--- src/rtl/mic_capture_pkg.sv ---
// Shared types and constants for the I2S mic-array capture block.
// The frame is two 32-bit slots; only the top 16 bits of each 24-bit sample are kept.
package mic_capture_pkg;

  typedef enum logic [1:0] {
    IDLE   = 2'd0,
    WARMUP = 2'd1,
    RUN    = 2'd2
  } cap_state_t;

  localparam int SLOT_BITS  = 32;
  localparam int FRAME_BITS = 64;
  localparam int KEEP_BITS  = 16;

  typedef struct packed {
    logic [KEEP_BITS-1:0] l;
    logic [KEEP_BITS-1:0] r;
  } pair_sample_t;

  // Slot bits 1..KEEP_BITS carry MSB-first data (bit 0 is the I2S one-BCLK delay).
  function automatic logic keep_bit(input logic [5:0] bit_cnt);
    return (bit_cnt[4:0] >= 5'd1) && (bit_cnt[4:0] <= 5'(KEEP_BITS));
  endfunction

endpackage

--- src/rtl/i2s_clk_gen.sv ---
// I2S bit-clock and word-select generator. Strobes mark the CLK cycle in which
// BCLK is about to toggle, so sampling happens one cycle before the mic sees the edge.
module i2s_clk_gen #(
  parameter int BCLK_HALF_DIV = 8
) (
  input  logic       CLK,
  input  logic       RESET_N,
  input  logic       enable,
  output logic       bclk,
  output logic       ws,
  output logic [5:0] bit_cnt,
  output logic       rise_stb,
  output logic       fall_stb
);

  localparam int DW = $clog2(BCLK_HALF_DIV);

  logic [DW-1:0] div_cnt;
  logic          term;

  assign term     = (div_cnt == DW'(BCLK_HALF_DIV - 1));
  assign rise_stb = term && !bclk;
  assign fall_stb = term && bclk;
  // WS derives from bit_cnt, which only advances on falling edges.
  assign ws       = bit_cnt[5];

  always_ff @(posedge CLK or negedge RESET_N) begin
    if (!RESET_N) begin
      div_cnt <= '0;
      bclk    <= 1'b0;
      bit_cnt <= '0;
    end else if (!enable) begin
      div_cnt <= '0;
      bclk    <= 1'b0;
      bit_cnt <= '0;
    end else begin
      if (term) begin
        div_cnt <= '0;
        bclk    <= ~bclk;
      end else begin
        div_cnt <= div_cnt + 1'b1;
      end
      if (fall_stb) begin
        bit_cnt <= bit_cnt + 1'b1;
      end
    end
  end

endmodule

--- src/rtl/i2s_mic_array_capture.sv ---
// I2S master capturing one stereo frame from each mic pair into a holding buffer
// that the DMA reads pair by pair; read_ready strobes once per committed frame.
module i2s_mic_array_capture
  import mic_capture_pkg::*;
#(
  parameter int NUM_MIC_PAIRS = 5,
  parameter int BCLK_HALF_DIV = 8,
  parameter int WARMUP_FRAMES = 2
) (
  input  logic                     CLK,
  input  logic                     RESET_N,
  input  logic                     enable,
  output logic                     i2s_bclk,
  output logic                     i2s_ws,
  input  logic [NUM_MIC_PAIRS-1:0] i2s_sd,
  input  logic [2:0]               select,
  output logic [31:0]              mic_data,
  output logic                     read_ready,
  output logic [15:0]              frame_count,
  output cap_state_t               state_dbg
);

  logic [5:0]               bit_cnt;
  logic                     rise_stb;
  logic                     fall_stb;
  logic                     keep_stb;
  logic                     frame_end;
  logic [NUM_MIC_PAIRS-1:0] sd_meta;
  logic [NUM_MIC_PAIRS-1:0] sd_sync;
  pair_sample_t             shift_q   [NUM_MIC_PAIRS];
  pair_sample_t             holding_q [NUM_MIC_PAIRS];
  cap_state_t               state;
  logic [7:0]               warm_cnt;

  i2s_clk_gen #(
    .BCLK_HALF_DIV (BCLK_HALF_DIV)
  ) u_clk_gen (
    .CLK      (CLK),
    .RESET_N  (RESET_N),
    .enable   (enable),
    .bclk     (i2s_bclk),
    .ws       (i2s_ws),
    .bit_cnt  (bit_cnt),
    .rise_stb (rise_stb),
    .fall_stb (fall_stb)
  );

  assign keep_stb  = rise_stb && keep_bit(bit_cnt);
  assign frame_end = rise_stb && (bit_cnt == 6'(FRAME_BITS - 1));
  assign state_dbg = state;

  // SD lines are asynchronous to CLK.
  always_ff @(posedge CLK or negedge RESET_N) begin
    if (!RESET_N) begin
      sd_meta <= '0;
      sd_sync <= '0;
    end else begin
      sd_meta <= i2s_sd;
      sd_sync <= sd_meta;
    end
  end

  always_ff @(posedge CLK or negedge RESET_N) begin
    if (!RESET_N) begin
      for (int p = 0; p < NUM_MIC_PAIRS; p++) begin
        shift_q[p] <= '0;
      end
    end else if (keep_stb) begin
      for (int p = 0; p < NUM_MIC_PAIRS; p++) begin
        if (bit_cnt[5]) begin
          shift_q[p].r <= {shift_q[p].r[KEEP_BITS-2:0], sd_sync[p]};
        end else begin
          shift_q[p].l <= {shift_q[p].l[KEEP_BITS-2:0], sd_sync[p]};
        end
      end
    end
  end

  // A commit in the same cycle that enable falls still completes before going idle.
  always_ff @(posedge CLK or negedge RESET_N) begin
    if (!RESET_N) begin
      state       <= IDLE;
      warm_cnt    <= '0;
      read_ready  <= 1'b0;
      frame_count <= '0;
      for (int p = 0; p < NUM_MIC_PAIRS; p++) begin
        holding_q[p] <= '0;
      end
    end else begin
      read_ready <= 1'b0;
      case (state)
        IDLE: begin
          warm_cnt <= '0;
          if (enable) begin
            state <= (WARMUP_FRAMES == 0) ? RUN : WARMUP;
          end
        end
        WARMUP: begin
          if (!enable) begin
            state <= IDLE;
          end else if (frame_end) begin
            warm_cnt <= warm_cnt + 8'd1;
            if (warm_cnt + 8'd1 == 8'(WARMUP_FRAMES)) begin
              state <= RUN;
            end
          end
        end
        RUN: begin
          if (frame_end) begin
            holding_q   <= shift_q;
            read_ready  <= 1'b1;
            frame_count <= frame_count + 16'd1;
          end
          if (!enable) begin
            state <= IDLE;
          end
        end
        default: state <= IDLE;
      endcase
    end
  end

  always_comb begin
    mic_data = '0;
    for (int p = 0; p < NUM_MIC_PAIRS; p++) begin
      if (int'(select) == p) begin
        mic_data = holding_q[p];
      end
    end
  end

endmodule

--- config.mk ---
export PLATFORM = sky130hd
export DESIGN_NAME = i2s_mic_array_capture
export DESIGN_NICKNAME = d
export VERILOG_FILES = /design/src/rtl/mic_capture_pkg.sv /design/src/rtl/i2s_clk_gen.sv /design/src/rtl/i2s_mic_array_capture.sv
export SDC_FILE = /design/constraint.sdc
export NUM_CORES = 1
export LEC_CHECK = 0
export ABC_CLOCK_PERIOD_IN_PS = 6540
export CELL_PAD_IN_SITES_DETAIL_PLACEMENT = 0
export CELL_PAD_IN_SITES_GLOBAL_PLACEMENT = 1
export CORE_MARGIN = 5
export CORE_UTILIZATION = 43
export CTS_CLUSTER_SIZE = 14
export DETAILED_ROUTE_END_ITERATION = 16
export GPL_ROUTABILITY_DRIVEN = 0
export PLACE_DENSITY = 0.82
export SYNTH_ARGS = -nofsm -noshare
export SYNTH_HDL_FRONTEND = slang
export SYNTH_SLANG_ARGS = --single-unit
--- constraint.sdc ---
create_clock -name CLK -period 6.54 [get_ports CLK]
set_input_delay 1.308 -clock CLK [delete_from_list [all_inputs] [get_ports CLK]]
set_output_delay 1.308 -clock CLK [all_outputs]
set_load 0.05 [all_outputs]
# Word level (Yosys, flattened, before mapping)
# Cells that the tools add are included.
dict set report word_totals {
  ff_bits 367
  input_bits 11
  out_inout_bits 53
  elab_cells 90
}
dict set report op_classes {
  add_sub_neg 4
  n_lt_le_gt_ge 2
  n_eq_ne 17
  muxes 22
  bitwise 2
  reduce_logical 14
}
# cell count
set ops {}
lappend ops {{$mux W32} 5}
lappend ops {{$add A16 B1 Y16 const B} 1}
lappend ops {{$mux W8} 2}
lappend ops {{$pmux W8 S2} 1}
lappend ops {{$eq A3 B3 Y1 const B} 4}
lappend ops {{$mux W6} 2}
lappend ops {{$mux W2} 5}
lappend ops {{$add A8 B1 Y8 const B} 1}
lappend ops {{$eq A8 B2 Y1 const B} 1}
lappend ops {{$ne A2 B2 Y1 const B} 4}
lappend ops {{$add A6 B1 Y6 const B} 1}
lappend ops {{$eq A6 B6 Y1 const B} 1}
lappend ops {{$mux W3} 2}
lappend ops {{$ne A3 B3 Y1 const B} 2}
lappend ops {{$pmux W2 S3} 1}
lappend ops {{$reduce_and A2 Y1} 3}
lappend ops {{$ge A5 B1 Y1 const B} 1}
lappend ops {{$le A5 B5 Y1 const B} 1}
lappend ops {{$logic_and A1 B1 Y1} 5}
lappend ops {{$mux W1} 4}
lappend ops {{$ne A2 B1 Y1 const B} 2}
lappend ops {{$reduce_and A4 Y1} 1}
lappend ops {{$add A3 B1 Y3 const B} 1}
lappend ops {{$eq A3 B2 Y1 const B} 1}
lappend ops {{8 further kinds} 9}

# Logic depth before layout (Yosys ltp)
# Gate-level depths: netlist (run 1).
dict set report depth {
  ltp_word 6
  ltp_mapped 10
  depth_no_buf 6
}

# Cells and area by module
# From an unflattened synthesis (run 1), not the netlist that was laid out.
dict set report unflattened {
  cells_unflattened 1355
  area_unflattened_um2 15703.8
}
# mod instances cells_each area_each_um2 seq_area_each_um2
set by_module_without_submodules {}
lappend by_module_without_submodules {i2s_mic_array_capture 1 1311 15217.1 8933.6}
lappend by_module_without_submodules {i2s_clk_gen 1 44 486.7 250.2}

# Worst setup path before layout (run 1)
# No wires, ideal clock.
dict set report synth_timing {
  kind {input to output}
  startpoint {in select[1]}
  endpoint {out mic_data[11]}
  arrival_time_ns 3.229
  required_ns 5.232
  path_slack_ns 2.003
  stages 5
  cell_sequence {clkbuf_1 > buf_1 > mux4_2 > inv_1 > o21ai_0}
}
dict set report synth_between {
  elab_chain_len 6
}
# item line_no
set synth_lines {}
lappend synth_lines {{start: declaration} i2s_mic_array_capture.sv:16} ;# input logic [2:0] select,
lappend synth_lines {{$logic_not A3 Y1} i2s_mic_array_capture.sv:126} ;# if (int'(select) == p) begin
lappend synth_lines {{$mux W32 (4 in a row)} i2s_mic_array_capture.sv:126}
lappend synth_lines {{$mux W32 *} i2s_mic_array_capture.sv:126}
lappend synth_lines {{end: declaration} i2s_mic_array_capture.sv:17} ;# output logic [31:0] mic_data,
# Every way passes the cells marked *; elsewhere a longest branch is shown, timed or not.

# Final worst setup path (run 1)
dict set report layout_timing {
  startpoint {in select[2]}
  endpoint {out mic_data[25]}
}
# The elaborated chain is that of the path after synthesis.

==> out/metrics.csv, run 1 <==
stage;metric;value;unit
synth;synth_area;15300;um^2
job;max_cap_violations;0;
hold_path;hold_path.class;reg2reg;
clocking;cts_resized;0;
finish;fillCellCount;3140;
sta;hold_ws;0.348;ns
synth;ys_async_sr_fraction;100;%
clocking;clk_pin_slew;0.05;ns
synth;synth_cell_types;47;
floorplanning;ios;64;
sta;period_share;81.2;%
pwr;ir_drop;0.000165;V
placement;placed_cells;1842;
sta;hold_viol;0;
clocking;cts_setup_buffers;0;
route;wl_per_cell;17.1;um
pwr;power.leakage;8.97;nW
clocking;cts_tree;built;
floorplanning;core;35300;um^2
finish;drive_gt1_share;18.0;%
sta;setup_tns;0;ns
clocking;numClockSinks;367;
synth;synth_cells;1387;
grt;grt_usage;16.9;%
clocking;clk_latency;0.53;ns
synth;postSynthAreaPerCell;11.0;um^2
route;postRouteAntennaNets;0;
grt;overflow;0;
sta;rsz0062_at_grt;no;
grt;grt_pass1_vias;10000;
floorplanning;die_w;198;um
critical_path;cp_data_arrival_time;4.00;ns
sta;relSlewSlack;25.9;%
pwr;power;0.00461;W
sta;fmax;188;MHz
clocking;cts_buffers;39;
synth;yosysSeqAreaShare;60.2;%
route;drcViolationCount;0;
sta;finalSetupViolations;0;
placement;hpwl;20200;um
synth;synthesis.nets;1406;
route;first_pass_iters;4;
grt;grt_start_max_net_pins;183;
placement;io_buffers;63;
grt;grt_pass1_wl;54200;um
finish;area_growth;15.6;%
clocking;clockBufferDepth;3;
synth;synth_edf_count;0;
floorplanning;start_util;43.2;%
critical_path;end_kind;primary output;
clocking;htreeDepth;2;
critical_path;start_kind;input pin;
pwr;power.density;261;nW/um^2
finish;num_antenna_cells;0;
synth;synthFlopType;dfrtp_1;
sta;slew_viol_final;0;
route;drt_iter0_markers;577;
critical_path;crit_type;in2out;
floorplanning;chipHeight;198;um
finish;instances_no_fill;1908;
floorplanning;num_rows;69;
critical_path;crit_required;5.23;ns
floorplanning;die_area;39300;um^2
sta;finClkSkew;0.0188;ns
sta;post-route-min-period;5.31;ns
critical_path;crit_fanout;34;
clocking;hold_buffers;0;
sta;tightest_slew;1.10;ns
synth;synth-seq-cells;367;
synth;yosysWarnings;0;
route;vias_per_cell;5.18;
status;status;finished, final reports clean;
route;vias;9875;
finish;finish.utilization;49.9;%
finish;nets;1441;
grt;antenna_found_initial;0;
clocking;clock-root-buffer;clkbuf_16;
route;wl;32700;um
==> power by group <==
group | internal [W] | switching [W]
combinational | 0.0000197 | 0.0000769
clock | 0.00135 | 0.000878
sequential | 0.00228 | 0.00000265
==> cell families (layout without fill, tap and decap cells) <==
logic type               Yosys count  after routing  synth area share [%]
AND/OR/NAND/NOR                  594            594                  15.8
adder cells (fa/ha/maj)            8              8                 0.656
multiplexers                     194            194                  14.7
XOR/XNOR                          23             23                  1.32
AO/OA/AOI/OAI                    104            104                  4.35
flip-flops                       367            367                  60.2
buffers and inverters             97            157                  2.95
==> critical path: stages <==
cell and delay, ns:
clkdlybuf4s50_1 0.50, buf_4 0.39, nor2b_2 0.22, buf_4 0.33, a22oi_1 0.15, o22ai_1 0.23
clkdlybuf4s50_1 0.85
==> final timing paths <==
| path | from | endpoint | slack, ns | depth (start not counted) |
|---|---|---|---|---|
| max | select[2] | mic_data[25] | 1.23 | 7 |
| max reg2reg | u_clk_gen.bit_cnt[0]$_DFFE_PN0P_ | shift_q[109]$_DFFE_PN0P_ | 3.17 | 7 |
| max in group asynchronous | RESET_N | u_clk_gen.div_cnt[2]$_DFF_PN0_ | 4.53 | 2 |
| min reg2reg | sd_meta[1]$_DFF_PN0_ | sd_sync[1]$_DFF_PN0_ | 0.35 | 0 |
| min | sd_meta[1]$_DFF_PN0_ | sd_sync[1]$_DFF_PN0_ | 0.35 | 0 |
| min in group asynchronous | RESET_N | shift_q[13]$_DFFE_PN0P_ | 0.70 | 1 |
==> sequential cells by signal (all words and copies together), names as in the netlist <==
| name | count |
|---|---|
| u_clk_gen.bclk | 1 |
| frame_count | 16 |
| shift_q | 160 |
| read_ready | 1 |
| sd_sync | 5 |
| warm_cnt | 8 |
| sd_meta | 5 |
| u_clk_gen.bit_cnt | 6 |
| state_dbg | 2 |
| holding_q | 160 |
| u_clk_gen.div_cnt | 3 |
==> through the flow <==
stage	cell area, um^2	setup slack [ns]
after floorplan	15300	2.00
after global placement	16300	1.33
after detailed placement	16300	1.30
after CTS	17600	1.28
after global routing	17600	1.14
final	17600	1.23
==> per-layer routing <==
metal	wire length (um)	GRT usage (%)	vias up
li1	-	-	4669
met1	15200	24.1	4993
met2	15600	27.2	161
met3	1190	2.64	52
met4	674	4.36	0
met5	0	0	-
==> cell usage after synthesis, types with 2 or more instances <==
library cell | count | area share, %
or3_1 | 3 | 0.12
mux2_2 | 154 | 11
clkbuf_1 | 50 | 1.2
o22ai_1 | 24 | 0.98
xnor2_1 | 19 | 1.1
mux2_1 | 7 | 0.52
a21oi_1 | 26 | 0.85
mux4_2 | 8 | 1.2
nand3_1 | 13 | 0.43
ha_1 | 8 | 0.66
a21boi_0 | 3 | 0.15
a22oi_1 | 25 | 1.2
inv_1 | 13 | 0.32
a211o_1 | 2 | 0.11
a22o_1 | 2 | 0.11
buf_1 | 5 | 0.12
buf_2 | 21 | 0.69
nor3b_1 | 2 | 0.098
nor2b_1 | 4 | 0.16
nor2_1 | 30 | 0.74
nor4_1 | 4 | 0.16
o21ai_0 | 14 | 0.46
dfrtp_1 | 367 | 60
nand2_1 | 502 | 12
mux2i_1 | 25 | 1.6
buf_6 | 8 | 0.59
a211oi_1 | 2 | 0.098
and2_1 | 8 | 0.33
nand2b_1 | 2 | 0.082
nor3_1 | 2 | 0.066
and4_1 | 4 | 0.23
and3_1 | 5 | 0.21
xor2_1 | 4 | 0.23
nand4_1 | 8 | 0.33
==> placed cells by master (no fill, tap or decap), types with 4 or more instances in the layout <==
master	netlist	routed
nand2_1	502	502
dfrtp_1	367	367
mux2_2	154	154
clkdlybuf4s50_1	0	51
clkbuf_16	0	40
nor2_1	30	29
a21oi_1	26	26
mux2i_1	25	25
a22oi_1	25	25
o22ai_1	24	24
xnor2_1	19	19
o21ai_0	14	14
clkbuf_8	0	14
inv_1	13	13
nand3_1	13	13
buf_4	0	13
buf_12	0	11
and2_1	8	8
mux4_2	8	8
nand4_1	8	8
ha_1	8	8
mux2_1	7	7
and3_1	5	5
clkinv_2	0	5
nor4_1	4	4
xor2_1	4	4
and4_1	4	4
==> layout make-up <==
class | count | area (um^2) | area share (%)
clock inverter | 10 | 119 | 0.674
multi-input combinational | 923 | 5640 | 32.0
inverter | 13 | 48.8 | 0.277
sequential | 367 | 9180 | 52.1
clock buffer | 56 | 1200 | 6.81
tap | 461 | 577 | 3.27
timing repair buffer | 78 | 853 | 4.84
(Power assumes the default switching activity.)
==> inputs of run 2 (changes only) <==
ABC_CLOCK_PERIOD_IN_PS = 5200   (was 6540)
clock period = 5.2 ns   (was 6.54 ns; I/O delays follow)
==> out/metrics.csv, run 2 (same netlist as run 1, synthesis figures left out) <==
stage;metric;value;unit
route;postRouteAntennaNets;0;
clocking;clk_latency;0.52;ns
finish;multi_input_area;5640;um^2
finish;fillCellCount;3131;
critical_path;end_kind;primary output;
finish;top_regs;holding_q x160, shift_q x160, frame_count x16;
pwr;power;0.00573;W
route;first_pass_iters;5;
job;max_cap_violations;0;
critical_path;crit_fanout;15;
route;wl;32300;um
route;vias;9889;
floorplanning;num_rows;69;
floorplanning;die_w;198;um
finish;design_area;17900;um^2
critical_path;r2r_slack;2.23;ns
sta;fmax;237;MHz
critical_path;r2r-start;u_clk_gen.bit_cnt[0]$_DFFE_PN0P_;
sta;slew_viol_final;0;
route;drcViolationCount;0;
floorplanning;start_util;43.2;%
grt;grt_usage;17.0;%
status;status;finished, final reports clean;
sta;period_share;81.1;%
floorplanning;core;35300;um^2
pwr;power.leakage;9.08;nW
clocking;numClockSinks;367;
finish;num_antenna_cells;0;
placement;io_buffers;63;
finish;area_growth;17.1;%
clocking;cts_resized;0;
floorplanning;die_area;39300;um^2
route;vias_per_cell;5.17;
placement;placed_cells;1846;
critical_path;timing.rr.end;shift_q[131]$_DFFE_PN0P_;
route;wl_per_cell;16.9;um
clocking;cts_buffers;38;
critical_path;crit_required;4.16;ns
sta;post-route-min-period;4.22;ns
hold_path;hold_depth;0;
grt;grt_start_max_net_pins;163;
critical_path;crit_type;in2out;
grt;grt_pass1_wl;54400;um
clocking;cts_setup_buffers;0;
grt;overflow;0;
clocking;clk_pin_slew;0.06;ns
clocking;cts_tree;built;
clocking;clockBufferDepth;3;
sta;finClkSkew;0.0193;ns
clocking;clock-root-buffer;clkbuf_16;
sta;hold_viol;0;
finish;drive_gt1_share;19.5;%
hold_path;min_to;sd_sync[4]$_DFF_PN0_;
critical_path;cp_data_arrival_time;3.18;ns
grt;antenna_found_initial;0;
pwr;power.density;321;nW/um^2
finish;nets;1444;
sta;setup_tns;0;ns
finish;final_common_cell;nand2_1;
floorplanning;ios;64;
critical_path;reg2reg_depth;7;
critical_path;start_kind;input pin;
sta;relSlewSlack;27.7;%
grt;grt_pass1_vias;10100;
sta;finalSetupViolations;0;
finish;finish.utilization;50.6;%
pwr;ir_drop;0.000219;V
clocking;htreeDepth;2;
finish;instances_no_fill;1913;
finish;final_cell_mix;nand2_1 (502), dfrtp_1 (367), mux2_2 (154);
floorplanning;chipHeight;198;um
sta;rsz0062_at_grt;no;
hold_path;hp-start;sd_meta[4]$_DFF_PN0_;
finish;regArea;9180;um^2
placement;hpwl;20400;um
sta;tightest_slew;1.08;ns
clocking;hold_buffers;0;
placement;dpl_cell_area;16600;um^2
route;drt_iter0_markers;631;
hold_path;hold_path.class;reg2reg;
-- run 2: changes by cell type in the layout (fill, tap and decap cells not counted), sizes merged --
cell and change:
bufinv +2, clkdlybuf4s50 -23, buf +27, clkbuf -5
clkinv +3, clkinvlp +2, inv -1
-- run 2: cell type report --
class / count / share of cell area, %
tap: 461 / 3.23
sequential: 367 / 51.4
clock buffer: 51 / 6.00
multi-input combinational: 923 / 31.6
timing repair buffer: 82 / 6.44
inverter: 13 / 0.273
clock inverter: 16 / 1.06
-- run 2: stage by stage --
stage	hold slack [ns]	worst slack, ns
final	0.336	0.984
after global placement	0.337	1.02
after CTS	0.338	1.00
after detailed placement	0.337	1.00
after floorplan	0.331	1.20
after global routing	0.350	0.843
-- run 2: how the worst max path moves through the flow --
stage / from / to / slack [ns]
2_1_floorplan: select[1] / mic_data[11] / 1.20
3_3_place_gp: select[2] / mic_data[0] / 1.02
3_5_place_dp: select[2] / mic_data[4] / 1.00
4_1_cts: select[2] / mic_data[4] / 1.00
5_1_grt: select[2] / mic_data[0] / 0.84
6_report: select[2] / mic_data[1] / 0.98
-- run 2: worst max-delay path, cell delays in order --
cell and delay, ns:
clkdlybuf4s50_1 0.53, buf_4 0.26, nor2b_2 0.44, buf_4 0.34
a22oi_1 0.10, o22ai_1 0.27, buf_12 0.18
-- run 2: layer usage --
| metal | track usage (%) | share of wire [%] | vias up |
|---|---|---|---|
| met1 | 24.3 | 46 | 5001 |
| met2 | 27.4 | 48 | 158 |
| met3 | 2.55 | 3.5 | 49 |
| met4 | 4.36 | 2.1 | 0 |
| li1 | - | - | 4681 |
| met5 | 0 | 0 | - |
-- run 2: where the power goes --
part	total (W)	internal (W)	switching, W
logic	0.000124	0.0000279	0.0000964
clock network	0.00274	0.00165	0.00109
registers	0.00287	0.00286	0.00000362
